$ cat config.mk
export PLATFORM = sky130hd
export DESIGN_NAME = kamacore_pipeline_controller_flat
export DESIGN_NICKNAME = d
export VERILOG_FILES = /design/src/rtl/kamacore_pkg.sv /design/src/rtl/kamacore_pipeline_controller_if.sv /design/src/rtl/kamacore_load_use_detector.sv /design/src/rtl/kamacore_pipeline_controller.sv /design/src/flat_wrapper.sv
export SDC_FILE = /design/constraint.sdc
export NUM_CORES = 1
export LEC_CHECK = 0
export ABC_AREA = 1
export CAP_MARGIN = 20
export CORE_MARGIN = 3
export CORE_UTILIZATION = 50
export DETAILED_ROUTE_END_ITERATION = 10
export MAX_ROUTING_LAYER = met4
export PLACE_DENSITY = 0.77
export SLEW_MARGIN = 20
export SYNTH_ARGS = -nofsm -noshare
export SYNTH_HDL_FRONTEND = slang
export SYNTH_SLANG_ARGS = --single-unit
$ cat constraint.sdc
create_clock -name clk -period 2.5 [get_ports clk]
set_input_delay 0.25 -clock clk [delete_from_list [all_inputs] [get_ports clk]]
set_output_delay 0.25 -clock clk [all_outputs]
set_load 0.02 [all_outputs]
$ cat src/rtl/kamacore_pkg.sv
// kamacore shared types and widths.
// Imported by the pipeline controller slice.
package kamacore_pkg;

  localparam int cpu_width      = 32;
  localparam int reg_addr_width = 4;

  typedef enum logic {
    RUN      = 1'b0,
    MEM_WAIT = 1'b1
  } pipeline_state_t;

endpackage

$ cat src/rtl/kamacore_pipeline_controller_if.sv
// Hazard inputs, data-memory handshake and stage
// hold/clear controls of the pipeline controller.
interface kamacore_pipeline_controller_if #(
  parameter int reg_addr_width    = kamacore_pkg::reg_addr_width,
  parameter int stall_count_width = 32
);

  logic [reg_addr_width:0] id_source_register_a;
  logic [reg_addr_width:0] id_source_register_b;
  logic                    id_uses_a;
  logic                    id_uses_b;
  logic [reg_addr_width:0] ex_destination_register;
  logic                    ex_control_memory_read;
  logic                    ex_branch_taken;
  logic                    mem_access;
  logic                    data_memory_ready;
  logic                    data_memory_request;
  logic                    hold_pc;
  logic                    hold_if_id;
  logic                    clear_if_id;
  logic                    hold_id_ex;
  logic                    clear_id_ex;
  logic                    hold_ex_mem;
  logic                    clear_ex_mem;
  logic                    hold_mem_wb;
  logic                    clear_mem_wb;
  logic                    memory_fault;
  logic [stall_count_width-1:0] stall_count;

  modport master (
    input  id_source_register_a,
    input  id_source_register_b,
    input  id_uses_a,
    input  id_uses_b,
    input  ex_destination_register,
    input  ex_control_memory_read,
    input  ex_branch_taken,
    input  mem_access,
    input  data_memory_ready,
    output data_memory_request,
    output hold_pc,
    output hold_if_id,
    output clear_if_id,
    output hold_id_ex,
    output clear_id_ex,
    output hold_ex_mem,
    output clear_ex_mem,
    output hold_mem_wb,
    output clear_mem_wb,
    output memory_fault,
    output stall_count
  );

  modport slave (
    output id_source_register_a,
    output id_source_register_b,
    output id_uses_a,
    output id_uses_b,
    output ex_destination_register,
    output ex_control_memory_read,
    output ex_branch_taken,
    output mem_access,
    output data_memory_ready,
    input  data_memory_request,
    input  hold_pc,
    input  hold_if_id,
    input  clear_if_id,
    input  hold_id_ex,
    input  clear_id_ex,
    input  hold_ex_mem,
    input  clear_ex_mem,
    input  hold_mem_wb,
    input  clear_mem_wb,
    input  memory_fault,
    input  stall_count
  );

endinterface

$ cat src/rtl/kamacore_load_use_detector.sv
// Compares ID source registers against the
// destination of a load sitting in EX.
module kamacore_load_use_detector #(
  parameter int reg_addr_width = kamacore_pkg::reg_addr_width
) (
  input  logic [reg_addr_width:0] rs1_i,
  input  logic [reg_addr_width:0] rs2_i,
  input  logic                    uses_a_i,
  input  logic                    uses_b_i,
  input  logic [reg_addr_width:0] ex_rd_i,
  input  logic                    ex_load_i,
  output logic                    load_use_hazard_o
);

  logic rd_nz;
  logic hit_a;
  logic hit_b;

  // x0 is hardwired, so a load to it never forwards
  assign rd_nz = |ex_rd_i;
  assign hit_a = uses_a_i && (rs1_i == ex_rd_i);
  assign hit_b = uses_b_i && (rs2_i == ex_rd_i);

  assign load_use_hazard_o =
    ex_load_i && rd_nz && (hit_a || hit_b);

endmodule

$ cat src/rtl/kamacore_pipeline_controller.sv
// Pipeline hold/clear sequencer: memory wait with
// timeout, branch flush and load-use bubble.
module kamacore_pipeline_controller
  import kamacore_pkg::*;
#(
  parameter int reg_addr_width    = kamacore_pkg::reg_addr_width,
  parameter int memory_timeout    = 255,
  parameter int stall_count_width = 32
) (
  input  logic clk,
  input  logic reset_n,
  kamacore_pipeline_controller_if.master bus
);

  localparam int tw =
    (memory_timeout < 1) ? 1 : $clog2(memory_timeout + 1);
  localparam logic [tw-1:0] tmax = tw'(memory_timeout);
  localparam logic [stall_count_width-1:0] smax = '1;

  pipeline_state_t state_q, state_d;
  logic [tw-1:0] cnt_q, cnt_d;
  logic fault_q, fault_d;
  logic [stall_count_width-1:0] stall_q, stall_d;

  logic lu;
  logic ready;
  logic in_wait;
  logic hit;
  logic mem_wait;
  logic sel_mw;
  logic sel_br;
  logic sel_lu;
  logic h_pc, h_ifid, h_idex, h_exmem, h_memwb;
  logic c_ifid, c_idex, c_exmem, c_memwb;
  logic req;

  kamacore_load_use_detector #(
    .reg_addr_width(reg_addr_width)
  ) u_lud (
    .rs1_i            (bus.id_source_register_a),
    .rs2_i            (bus.id_source_register_b),
    .uses_a_i         (bus.id_uses_a),
    .uses_b_i         (bus.id_uses_b),
    .ex_rd_i          (bus.ex_destination_register),
    .ex_load_i        (bus.ex_control_memory_read),
    .load_use_hazard_o(lu)
  );

  assign ready   = bus.data_memory_ready;
  assign in_wait = (state_q == MEM_WAIT);
  assign hit     = in_wait && (cnt_q == tmax);

  assign mem_wait =
    (!in_wait && bus.mem_access && !ready) ||
    (in_wait && !ready && !hit);

  // one-hot selects so the decode below is exclusive
  assign sel_mw = mem_wait;
  assign sel_br = !mem_wait && bus.ex_branch_taken;
  assign sel_lu = !mem_wait && !bus.ex_branch_taken && lu;

  always_comb begin
    state_d = state_q;
    cnt_d   = cnt_q;
    fault_d = fault_q;
    stall_d = stall_q;
    if (mem_wait) begin
      state_d = MEM_WAIT;
      cnt_d   = in_wait ? cnt_q + tw'(1) : '0;
    end else begin
      state_d = RUN;
      cnt_d   = '0;
    end
    if (in_wait && !ready && hit) begin
      fault_d = 1'b1;
    end
    if (h_pc && (stall_q != smax)) begin
      stall_d = stall_q + 1'b1;
    end
  end

  always_comb begin
    h_pc    = 1'b0;
    h_ifid  = 1'b0;
    h_idex  = 1'b0;
    h_exmem = 1'b0;
    h_memwb = 1'b0;
    c_ifid  = 1'b0;
    c_idex  = 1'b0;
    c_exmem = 1'b0;
    c_memwb = 1'b0;
    req     = 1'b0;
    if (!reset_n) begin
      c_ifid  = 1'b1;
      c_idex  = 1'b1;
      c_exmem = 1'b1;
      c_memwb = 1'b1;
    end else begin
      req = bus.mem_access;
      unique case (1'b1)
        sel_mw: begin
          h_pc    = 1'b1;
          h_ifid  = 1'b1;
          h_idex  = 1'b1;
          h_exmem = 1'b1;
          c_memwb = 1'b1;
        end
        sel_br: begin
          c_ifid = 1'b1;
          c_idex = 1'b1;
        end
        sel_lu: begin
          h_pc   = 1'b1;
          h_ifid = 1'b1;
          c_idex = 1'b1;
        end
        default: ;
      endcase
    end
  end

  always_ff @(posedge clk or negedge reset_n) begin
    if (!reset_n) begin
      state_q <= RUN;
      cnt_q   <= '0;
      fault_q <= 1'b0;
      stall_q <= '0;
    end else begin
      state_q <= state_d;
      cnt_q   <= cnt_d;
      fault_q <= fault_d;
      stall_q <= stall_d;
    end
  end

  assign bus.data_memory_request = req;
  assign bus.hold_pc      = h_pc;
  assign bus.hold_if_id   = h_ifid;
  assign bus.clear_if_id  = c_ifid;
  assign bus.hold_id_ex   = h_idex;
  assign bus.clear_id_ex  = c_idex;
  assign bus.hold_ex_mem  = h_exmem;
  assign bus.clear_ex_mem = c_exmem;
  assign bus.hold_mem_wb  = h_memwb;
  assign bus.clear_mem_wb = c_memwb;
  assign bus.memory_fault = fault_q;
  assign bus.stall_count  = stall_q;

endmodule

$ cat src/flat_wrapper.sv
// flat-port wrapper written by rule: the top's interface ports become plain ports
module kamacore_pipeline_controller_flat import kamacore_pkg::*;
#(
  parameter int reg_addr_width    = kamacore_pkg::reg_addr_width,
  parameter int memory_timeout    = 255,
  parameter int stall_count_width = 32
)
  (clk, reset_n, bus_id_source_register_a, bus_id_source_register_b, bus_id_uses_a, bus_id_uses_b, bus_ex_destination_register, bus_ex_control_memory_read, bus_ex_branch_taken, bus_mem_access, bus_data_memory_ready, bus_data_memory_request, bus_hold_pc, bus_hold_if_id, bus_clear_if_id, bus_hold_id_ex, bus_clear_id_ex, bus_hold_ex_mem, bus_clear_ex_mem, bus_hold_mem_wb, bus_clear_mem_wb, bus_memory_fault, bus_stall_count);
  kamacore_pipeline_controller_if #(.reg_addr_width(reg_addr_width), .stall_count_width(stall_count_width)) bus_i ();
  input  logic clk;
  input  logic reset_n;
  input wire logic [$bits(bus_i.id_source_register_a)-1:0] bus_id_source_register_a;
  input wire logic [$bits(bus_i.id_source_register_b)-1:0] bus_id_source_register_b;
  input wire logic [$bits(bus_i.id_uses_a)-1:0] bus_id_uses_a;
  input wire logic [$bits(bus_i.id_uses_b)-1:0] bus_id_uses_b;
  input wire logic [$bits(bus_i.ex_destination_register)-1:0] bus_ex_destination_register;
  input wire logic [$bits(bus_i.ex_control_memory_read)-1:0] bus_ex_control_memory_read;
  input wire logic [$bits(bus_i.ex_branch_taken)-1:0] bus_ex_branch_taken;
  input wire logic [$bits(bus_i.mem_access)-1:0] bus_mem_access;
  input wire logic [$bits(bus_i.data_memory_ready)-1:0] bus_data_memory_ready;
  output wire logic [$bits(bus_i.data_memory_request)-1:0] bus_data_memory_request;
  output wire logic [$bits(bus_i.hold_pc)-1:0] bus_hold_pc;
  output wire logic [$bits(bus_i.hold_if_id)-1:0] bus_hold_if_id;
  output wire logic [$bits(bus_i.clear_if_id)-1:0] bus_clear_if_id;
  output wire logic [$bits(bus_i.hold_id_ex)-1:0] bus_hold_id_ex;
  output wire logic [$bits(bus_i.clear_id_ex)-1:0] bus_clear_id_ex;
  output wire logic [$bits(bus_i.hold_ex_mem)-1:0] bus_hold_ex_mem;
  output wire logic [$bits(bus_i.clear_ex_mem)-1:0] bus_clear_ex_mem;
  output wire logic [$bits(bus_i.hold_mem_wb)-1:0] bus_hold_mem_wb;
  output wire logic [$bits(bus_i.clear_mem_wb)-1:0] bus_clear_mem_wb;
  output wire logic [$bits(bus_i.memory_fault)-1:0] bus_memory_fault;
  output wire logic [$bits(bus_i.stall_count)-1:0] bus_stall_count;
  assign bus_i.id_source_register_a = bus_id_source_register_a;
  assign bus_i.id_source_register_b = bus_id_source_register_b;
  assign bus_i.id_uses_a = bus_id_uses_a;
  assign bus_i.id_uses_b = bus_id_uses_b;
  assign bus_i.ex_destination_register = bus_ex_destination_register;
  assign bus_i.ex_control_memory_read = bus_ex_control_memory_read;
  assign bus_i.ex_branch_taken = bus_ex_branch_taken;
  assign bus_i.mem_access = bus_mem_access;
  assign bus_i.data_memory_ready = bus_data_memory_ready;
  assign bus_data_memory_request = bus_i.data_memory_request;
  assign bus_hold_pc = bus_i.hold_pc;
  assign bus_hold_if_id = bus_i.hold_if_id;
  assign bus_clear_if_id = bus_i.clear_if_id;
  assign bus_hold_id_ex = bus_i.hold_id_ex;
  assign bus_clear_id_ex = bus_i.clear_id_ex;
  assign bus_hold_ex_mem = bus_i.hold_ex_mem;
  assign bus_clear_ex_mem = bus_i.clear_ex_mem;
  assign bus_hold_mem_wb = bus_i.hold_mem_wb;
  assign bus_clear_mem_wb = bus_i.clear_mem_wb;
  assign bus_memory_fault = bus_i.memory_fault;
  assign bus_stall_count = bus_i.stall_count;
  kamacore_pipeline_controller #(.reg_addr_width(reg_addr_width), .memory_timeout(memory_timeout), .stall_count_width(stall_count_width)) u_core (.clk(clk), .reset_n(reset_n), .bus(bus_i));
endmodule
==> results of run 1 <==
## flip-flops by register name (all words and copies together), names as in the netlist
name and flops:
u_core.cnt_q 8, u_core.in_wait 1, u_core.bus.memory_fault 1, u_core.bus.stall_count 32
## kinds of logic (layout without fill, tap and decap cells)
logic type / after synthesis / after routing / synth area share (%)
AO/OA/AOI/OAI: 4 / 4 / 0.869
XOR/XNOR: 24 / 24 / 7.30
buffers and inverters: 51 / 119 / 8.08
AND/OR/NAND/NOR: 309 / 309 / 46.3
flip-flops: 42 / 42 / 36.5
adder cells (fa/ha/maj): 2 / 2 / 0.869
other: 1 / 1 / 0.130
## critical path, delay by kind of cell (launching register included)
| family | cells | cell delay [ns] |
|---|---|---|
| DFF | 1 | 0.37 |
| AOI/OAI and AO/OA | 1 | 0.12 |
| and+or+nand+nor | 5 | 0.57 |
| adders and majority gates | 1 | 0.20 |
| buffers and inverters | 3 | 0.47 |
## per-stage QoR
stage               hold slack (ns)  setup WS (ns)  utilization, %  area [um2]  cells
global placement              0.180          0.225            64.5        3570    564
global route                  0.460         0.0285            66.8        3700    573
floorplan                   -0.0456          0.636               -        2880    433
CTS                           0.444         0.0151            66.6        3690    573
detailed placement            0.178          0.168            64.5        3570    564
finish                        0.439          0.208            66.8        3700    573
## final cells by class
class | instances | share of cell area [%]
inverter | 39 | 3.95
timing repair buffer | 72 | 19.2
clock inverter | 3 | 1.08
tap | 72 | 2.43
clock buffer | 5 | 1.86
multi-input combinational | 340 | 43.1
sequential | 42 | 28.4
## worst max-delay path by stage
stage	start	endpoint	cells past startpoint	slack [ns]
after global routing	u_core.cnt_q[0]	bus_clear_id_ex	10	0.03
after floorplan	u_core.cnt_q[0]	bus_hold_pc	10	0.64
final	u_core.cnt_q[0]	bus_clear_id_ex	10	0.21
after global placement	bus_ex_destination_register[3]	bus_hold_pc	10	0.23
after CTS	u_core.cnt_q[0]	bus_clear_if_id	8	0.02
after detailed placement	bus_ex_destination_register[4]	bus_hold_pc	10	0.17
## power by group through the flow
| stage | combinational (mW) | clock (mW) | sequential [mW] |
|---|---|---|---|
| floorplan | 0.139 | 0 | 0.805 |
| global placement | 0.336 | 0 | 0.768 |
| detailed placement | 0.342 | 0 | 0.769 |
| CTS | 0.344 | 0.546 | 0.756 |
| global route | 0.373 | 0.578 | 0.764 |
| finish | 0.339 | 0.528 | 0.756 |
## routing by layer
layer	up-vias	track usage, %	wire [um]	share of wire [%]
met2	86	35.5	3340	45
met5	-	-	0	0
met3	8	4.17	422	5.7
met1	1334	34.2	3550	48
met4	0	6.48	102	1.4
li1	1489	-	-	-
## cell usage in the layout, fill, tap and decap left out, types with 5 or more instances in the layout
cell               n
nand4_1            8
nor2_1            59
clkdlybuf4s50_1   57
xnor2_1            5
nand3b_1           8
nand2_1          170
inv_1             37
dlymetal6s2s_1     5
buf_4              7
nand3_1           47
nor3_1             6
xor2_1            19
dfrtp_1           42
clkbuf_8           5
## timing repair
action                     4_1_cts  5_1_grt
hold endpoints to repair        10        0
gates resized for setup          1        5
setup endpoints to repair        1        5
hold buffers                     1        0
==> flow_summary_export.csv, run 1 <==
group,metric,value,unit
cells_and_area,num_antenna_cells,0,
worst_setup_path,rr_startpoint,"u_core.cnt_q[0]",
global_routing,grt_pass1_vias,2674,
pwr,swShare,28.7,%
clocking,root_buffer,"clkbuf_8",
placed_design,dp_hpwl,5920,um
routing,vias,2917,
die,ioPinCount,66,
logic_synthesis,netlist_instances,433,
sta,slew_viol_final,0,
pwr,combPwrFrac,20.9,%
worst_setup_path,path_cells,"ha_1 > nand2_1 > nor2_2 > nand4_1 > nand2_1 > inv_2 > nand2_2 > inv_1 > a31oi_1 > dlygate4sd2_1",
logic_synthesis,post-synth-top-count-cell,"nand2_1",
sta,final_hold_viol_count,0,
pwr,p_int,1.16,mW
cells_and_area,regArea,1050,um2
clocking,cts_buffers,5,
worst_setup_path,rrSetupSlack,0.42,ns
die,rows,27,
routing,wl_per_cell,12.9,um
pwr,vdd_ir_drop_max,0.402,mV
sta,rsz0062_at_grt,"false",
outcome,status,"finished clean",
cells_and_area,fill_cells,508,
logic_synthesis,syn-num-nets,458,
global_routing,grt.total_usage,24.1,%
logic_synthesis,synth_top_area_share,36.5,%
logic_synthesis,ys.flop_type,"dfrtp_1",
die,core_area,5540,um2
pwr,p_seq_share,46.6,%
clocking,post-cts-setup-buffers,0,
global_routing,antenna_found_initial,0,
clocking,clkTransAtPathRegs,0.08,ns
sta,finalSetupViolCount,0,
worst_setup_path,slowest_delay,0.37,ns
global_routing,grt_pass1_wl,12300,um
pwr,power_density,438,nW/um2
worst_setup_path,worstPathRequired,2.25,ns
placed_design,io_buffers,64,
sta,setup-tns-final,0,ns
logic_synthesis,ys_warn_count,0,
clocking,ctsHtreeMaxLevel,2,
worst_setup_path,slowest_stage,"dfrtp_1",
die,dieArea,6710,um2
logic_synthesis,ys_types,28,
sta,finalCriticalPeriod,2.29,ns
pwr,power,1.62,mW
placed_design,gpl.final_weighted_congestion,1.01,
worst_setup_path,r2r_cells,12,
worst_setup_path,cpMostUsedCell,"nand2_1",
logic_synthesis,synthTopCellsByArea,"dfrtp_1, nand2_1, nand3_1, nor2_1, xor2_1",
global_routing,grt_max_degree,31,
logic_synthesis,synth_edf_count,0,
hold_path,min_path_type,"input pin to asynchronous set/reset pin",
logic_synthesis,synth_top_area_cell,"dfrtp_1",
logic_synthesis,async_flop_share,100,%
cells_and_area,nets,525,
worst_setup_path,cp-start-kind,"flop",
worst_setup_path,crit_path_end_kind,"output pin",
global_routing,grt_overflow_total,0,
flow_run,drv_cap,0,
clocking,cts_buffer_depth,2,
clocking,cts_tree,"built",
sta,max_freq,436,MHz
die,die_x,81.9,um
cells_and_area,drive_gt1_share,5.39,%
logic_synthesis,ys_seq_area_share,36.5,%
worst_setup_path,path_class,"flop to output pin",
sta,period_share,91.7,%
die,start_util,52.0,%
logic_synthesis,syn_area,2880,um2
logic_synthesis,ys_top_cells_by_count,"nand2_1, nor2_1, nand3_1",
sta,slew_headroom,62.1,%
sta,worst_pin_slew,0.564,ns
routing,drt_iter0_drc,149,
routing,firstDrtPassIters,5,
routing,routed_wl,7410,um
clocking,cts_sinks,42,
cells_and_area,multiInputGateArea,1600,um2
logic_synthesis,avgSynthCellArea,6.65,um2
pwr,switching_power,0.466,mW
die,die_y,81.9,um
cells_and_area,area_growth_syn_to_layout,28.5,%
logic_synthesis,ys_seq_elements,42,
routing,viasPerCell,5.09,
worst_setup_path,cp_data_arrival_time,2.04,ns
worst_setup_path,cp_max_fo,3,
pwr,clock_power_share,32.5,%
pwr,p_leak,1.89,nW
routing,ant_nets,0,
sta,fin_skew,0.00759,ns
routing,drc,0,
worst_setup_path,reg2reg_to,"u_core.bus.stall_count[8]",
clocking,insertion_delay,0.30,ns
No activity file was read; power rests on OpenSTA's default activity.
==> run 2, diff against run 1 <==
Settings changed: CORE_UTILIZATION 50 to 55, PLACE_DENSITY 0.77 to 0.84.
==> flow_summary_export.csv, run 2 (synthesis gave the netlist of run 1 again) <==
group,metric,value,unit
worst_setup_path,cp-start-kind,"flop",
cells_and_area,fill_cells,392,
clocking,root_buffer,"clkbuf_8",
cells_and_area,layout_common_cells,"nand2_1, nor2_1, clkdlybuf4s50_1",
cells_and_area,largest_reg_flops,32,
hold_path,holdPathEnd,"u_core.cnt_q[0]",
clocking,ctsHtreeMaxLevel,2,
sta,fin_skew,0.0115,ns
global_routing,antenna_found_initial,0,
worst_setup_path,crit_path_end_kind,"output pin",
routing,ant_nets,0,
worst_setup_path,worstPathRequired,2.25,ns
sta,slew_viol_final,0,
sta,finalSetupViolCount,0,
die,die_y,78.4,um
clocking,cts_tree,"built",
die,rows,25,
global_routing,grt_overflow_total,0,
pwr,power,1.78,mW
worst_setup_path,slowest_delay,0.38,ns
global_routing,grt_max_degree,31,
pwr,switching_power,0.507,mW
worst_setup_path,cpMostUsedCell,"nand2_1",
sta,worst_pin_slew,0.559,ns
sta,rsz0062_at_grt,"false",
placed_design,gpl.final_weighted_congestion,1.04,
worst_setup_path,r2r_cells,9,
hold_path,min_from,"u_core.cnt_q[0]",
flow_run,drv_cap,0,
pwr,clock_power_share,37.2,%
clocking,cts_sinks,42,
outcome,status,"finished clean",
pwr,p_seq_share,42.2,%
routing,drc,0,
worst_setup_path,rr_startpoint,"u_core.bus.stall_count[1]",
die,dieArea,6140,um2
sta,slew_headroom,62.4,%
hold_path,whs_path_depth,1,
routing,vias,2944,
clocking,cts_buffers,5,
pwr,combPwrFrac,20.6,%
sta,setup-tns-final,0,ns
worst_setup_path,reg2reg_to,"u_core.bus.stall_count[1]",
placed_design,dp_hpwl,6050,um
sta,max_freq,428,MHz
routing,wl_per_cell,14.0,um
cells_and_area,drive_gt1_share,5.39,%
worst_setup_path,path_class,"flop to output pin",
pwr,p_int,1.27,mW
sta,finalCriticalPeriod,2.34,ns
routing,firstDrtPassIters,4,
pwr,p_leak,1.87,nW
clocking,insertion_delay,0.31,ns
worst_setup_path,cp_data_arrival_time,2.09,ns
global_routing,grt_pass1_vias,2792,
placed_design,io_buffers,64,
cells_and_area,num_antenna_cells,0,
pwr,swShare,28.5,%
worst_setup_path,rrSetupSlack,0.30,ns
clocking,clkTransAtPathRegs,0.09,ns
sta,period_share,93.4,%
cells_and_area,area_growth_syn_to_layout,28.9,%
global_routing,grt.total_usage,28.8,%
worst_setup_path,slowest_stage,"dfrtp_1",
die,core_area,4880,um2
hold_path,min_path_type,"flop to flop",
worst_setup_path,path_cells,"ha_1 > nand2_1 > nor2_2 > nand4_1 > nand2_1 > inv_2 > nand2_2 > inv_1 > a31oi_1 > dlygate4sd2_1",
routing,viasPerCell,5.18,
die,die_x,78.4,um
sta,final_hold_viol_count,0,
die,ioPinCount,66,
cells_and_area,nets,525,
cells_and_area,final_common_cell,"nand2_1",
routing,drt_iter0_drc,185,
pwr,power_density,479,nW/um2
global_routing,grt_pass1_wl,13600,um
routing,routed_wl,7980,um
die,start_util,59.0,%
clocking,cts_buffer_depth,2,
worst_setup_path,cp_max_fo,3,
pwr,vdd_ir_drop_max,0.454,mV
## run 2: cell types whose count changed in the layout (fill, tap and decap cells not counted)
cell / delta
bufinv_16: +1
clkinv_2: -2
clkinv_4: +1
dlygate4sd2_1: +3
dlymetal6s2s_1: -3
## run 2: power by group through the flow
| stage | logic, mW | registers (mW) | clock network, mW |
|---|---|---|---|
| 2_1_floorplan | 0.139 | 0.805 | 0 |
| 3_3_place_gp | 0.356 | 0.761 | 0 |
| 3_5_place_dp | 0.367 | 0.764 | 0 |
| 4_1_cts | 0.369 | 0.751 | 0.665 |
| 5_1_grt | 0.400 | 0.756 | 0.692 |
| 6_report | 0.367 | 0.751 | 0.661 |
## run 2: routing by layer
| layer | wire [um] | vias to the layer above | global-route usage [%] |
|---|---|---|---|
| li1 | - | 1488 | - |
| met1 | 3660 | 1350 | 38.8 |
| met2 | 3710 | 96 | 45.3 |
| met3 | 495 | 10 | 4.47 |
| met4 | 114 | 0 | 8.22 |
| met5 | 0 | - | - |
## run 2: worst max path at each step
stage,startpoint,end,slack (ns),depth (start not counted)
after global placement,bus_ex_destination_register[4],bus_hold_pc,0.19,10
after detailed placement,bus_ex_destination_register[1],bus_hold_if_id,0.12,10
after CTS,u_core.cnt_q[0],bus_hold_id_ex,0.06,9
after floorplan,u_core.cnt_q[0],bus_hold_pc,0.64,10
after global routing,u_core.cnt_q[0],bus_clear_id_ex,0.003,10
final,u_core.cnt_q[0],bus_clear_id_ex,0.16,10
## run 2: area by class of cell
cell class / count / area, um2 / area share, %
well taps: 67 / 83.8 / 2.26
clock inverters: 3 / 68.8 / 1.85
flip-flops and latches: 42 / 1050 / 28.3
multi-input cells: 340 / 1600 / 43.0
clock buffers: 5 / 68.8 / 1.85
inverters: 39 / 146 / 3.94
repair buffers: 72 / 698 / 18.8
## run 2: repair_timing
action | CTS | global route
endpoints found under the hold margin | 16 | 0
setup buffers | 0 | 0
gates resized for setup | 4 | 2
hold buffers | 1 | 0
setup endpoints to repair | 4 | 3
gates cloned | 0 | 0
## run 2: per-stage QoR
step	area (um2)	hold WS, ns	cells	setup WS, ns	utilization, %
3_3_place_gp	3570	0.287	559	0.188	73.1
6_report	3710	0.492	568	0.164	76.1
2_1_floorplan	2880	-0.0456	433	0.636	-
5_1_grt	3710	0.518	568	0.00327	76.1
3_5_place_dp	3570	0.286	559	0.117	73.1
4_1_cts	3710	0.495	568	0.0582	76.0
## run 2: critical path: cells and delay by family, from the launching register on
family / cells / cell delay (ns)
flip-flops: 1 / 0.38
AO/OA/AOI/OAI: 1 / 0.13
AND/OR/NAND/NOR: 5 / 0.57
adder cells (fa/ha/maj): 1 / 0.20
buffers and inverters: 3 / 0.49
==> run 3, diff against run 2 <==
Settings changed: ABC_CLOCK_PERIOD_IN_PS from default to 2500, PLACE_DENSITY 0.84 to default, PLACE_DENSITY_LB_ADDON from default to 0.2.
==> flow_summary_export.csv, run 3 (synthesis gave the netlist of run 1 again) <==
group,metric,value,unit
die,core_area,4880,um2
placed_design,dp_slack,0.180,ns
pwr,power_density,441,nW/um2
sta,rsz0062_at_grt,"false",
sta,fin_skew,0.0116,ns
routing,wl_per_cell,13.7,um
cells_and_area,fill_cells,407,
cells_and_area,layout_common_cells,"nand2_1, nor2_1, clkdlybuf4s50_1",
global_routing,grt.total_usage,26.8,%
routing,ant_nets,0,
worst_setup_path,cp_data_arrival_time,2.06,ns
worst_setup_path,crit_path_end_kind,"output pin",
clocking,post-cts-setup-buffers,0,
flow_run,drv_cap,0,
placed_design,dpl_cell_area,3560,um2
cells_and_area,fin_cells,566,
cells_and_area,regArea,1050,um2
worst_setup_path,cp_max_fo,3,
cells_and_area,area_growth_syn_to_layout,27.6,%
pwr,p_leak,1.87,nW
clocking,ctsHtreeMaxLevel,2,
cells_and_area,nets,523,
routing,viasPerCell,5.23,
routing,routed_wl,7730,um
placed_design,io_buffers,64,
sta,final_hold_viol_count,0,
cells_and_area,final_common_cell,"nand2_1",
die,die_x,78.4,um
sta,slew_viol_final,0,
sta,finalSetupViolCount,0,
global_routing,grt_max_degree,31,
cells_and_area,stdcell_area,3680,um2
sta,finalCriticalPeriod,2.31,ns
routing,drc,0,
cells_and_area,drive_gt1_share,5.21,%
placed_design,dp_hpwl,6040,um
routing,firstDrtPassIters,5,
clocking,clkTransAtPathRegs,0.09,ns
sta,slew_headroom,66.9,%
worst_setup_path,cp-start-kind,"flop",
die,ioPinCount,66,
clocking,cts-hold-fix-buffers,0,
outcome,status,"finished clean",
sta,max_freq,432,MHz
die,die_y,78.4,um
placed_design,dp.cells,558,
routing,drt_iter0_drc,167,
worst_setup_path,path_class,"flop to output pin",
sta,setup-tns-final,0,ns
placed_design,gpl.final_weighted_congestion,0.976,
cells_and_area,num_antenna_cells,0,
clocking,cts_sinks,42,
global_routing,grt_pass1_vias,2703,
worst_setup_path,worstPathRequired,2.25,ns
die,start_util,59.0,%
cells_and_area,multiInputGateArea,1600,um2
hold_path,min_path_type,"input pin to asynchronous set/reset pin",
sta,worst_pin_slew,0.492,ns
die,dieArea,6140,um2
clocking,cts_buffer_depth,2,
clocking,cts_tree,"built",
routing,vias,2959,
clocking,insertion_delay,0.30,ns
global_routing,grt_pass1_wl,12700,um
global_routing,antenna_found_initial,0,
clocking,root_buffer,"clkbuf_8",
sta,hold_ws,0.0378,ns
sta,period_share,92.5,%
cells_and_area,largest_reg_flops,32,
clocking,cts_buffers,5,
die,rows,25,
global_routing,grt_overflow_total,0,
pwr,vdd_ir_drop_max,0.396,mV
sta,worst_slack,0.186,ns
## run 3: critical path, stage by stage, from the launching register on
cell and delay (ns):
dfrtp_1 0.38, ha_1 0.21, nand2_1 0.10, nor2_2 0.14, nand4_1 0.14, nand2_1 0.15, inv_2 0.06, nand2_2 0.06
inv_1 0.06, a31oi_1 0.14, clkdlybuf4s15_1 0.33
## run 3: timing repair
action,4_1_cts,5_1_grt
setup endpoints to repair,2,5
pin swaps,0,0
gates resized for setup,2,5
## run 3: worst paths after layout
kind	start	endpoint	slack, ns	depth (start not counted)
max in group asynchronous	reset_n	u_core.bus.stall_count[14]	2.15	2
setup reg to reg	u_core.bus.stall_count[0]	u_core.bus.stall_count[11]	0.34	9
hold / removal	reset_n	u_core.bus.stall_count[25]	0.04	2
min in group clk	u_core.cnt_q[0]	u_core.cnt_q[0]	0.48	1
hold reg to reg	u_core.cnt_q[0]	u_core.cnt_q[0]	0.48	1
setup / recovery	u_core.cnt_q[0]	bus_clear_id_ex	0.19	10
## run 3: routing by layer
layer  GRT usage (%)  part of all wire [%]  vias up
met1            37.1                    46     1352
met5               -                     0        -
met3            4.36                   7.1       16
li1                -                     -     1479
met4            7.17                   1.8        0
met2            41.1                    45      112
## run 3: report_power, final
part / total (mW) / switching [mW] / internal, mW / leakage, nW
Combinational: 0.324 / 0.179 / 0.145 / 1.24
Clock: 0.534 / 0.239 / 0.294 / 0.0579
Sequential: 0.764 / 0.0534 / 0.711 / 0.578
Total: 1.62 / 0.472 / 1.15 / 1.87
## run 3: metrics by stage
stage	util (%)	power, mW
6_report	75.3	1.62
5_1_grt	75.3	1.70
4_1_cts	75.1	1.63
3_5_place_dp	72.9	1.10
3_3_place_gp	72.9	1.09
2_1_floorplan	-	0.944
## run 3: area by class of cell
cell class                      count  share of cell area [%]
Tap cell                           67                    2.28
Clock inverter                      3                    1.09
Multi-Input combinational cell    340                    43.4
Clock buffer                        5                    1.87
Timing Repair Buffer               70                    18.8
Inverter                           39                    3.98
Sequential cell                    42                    28.6
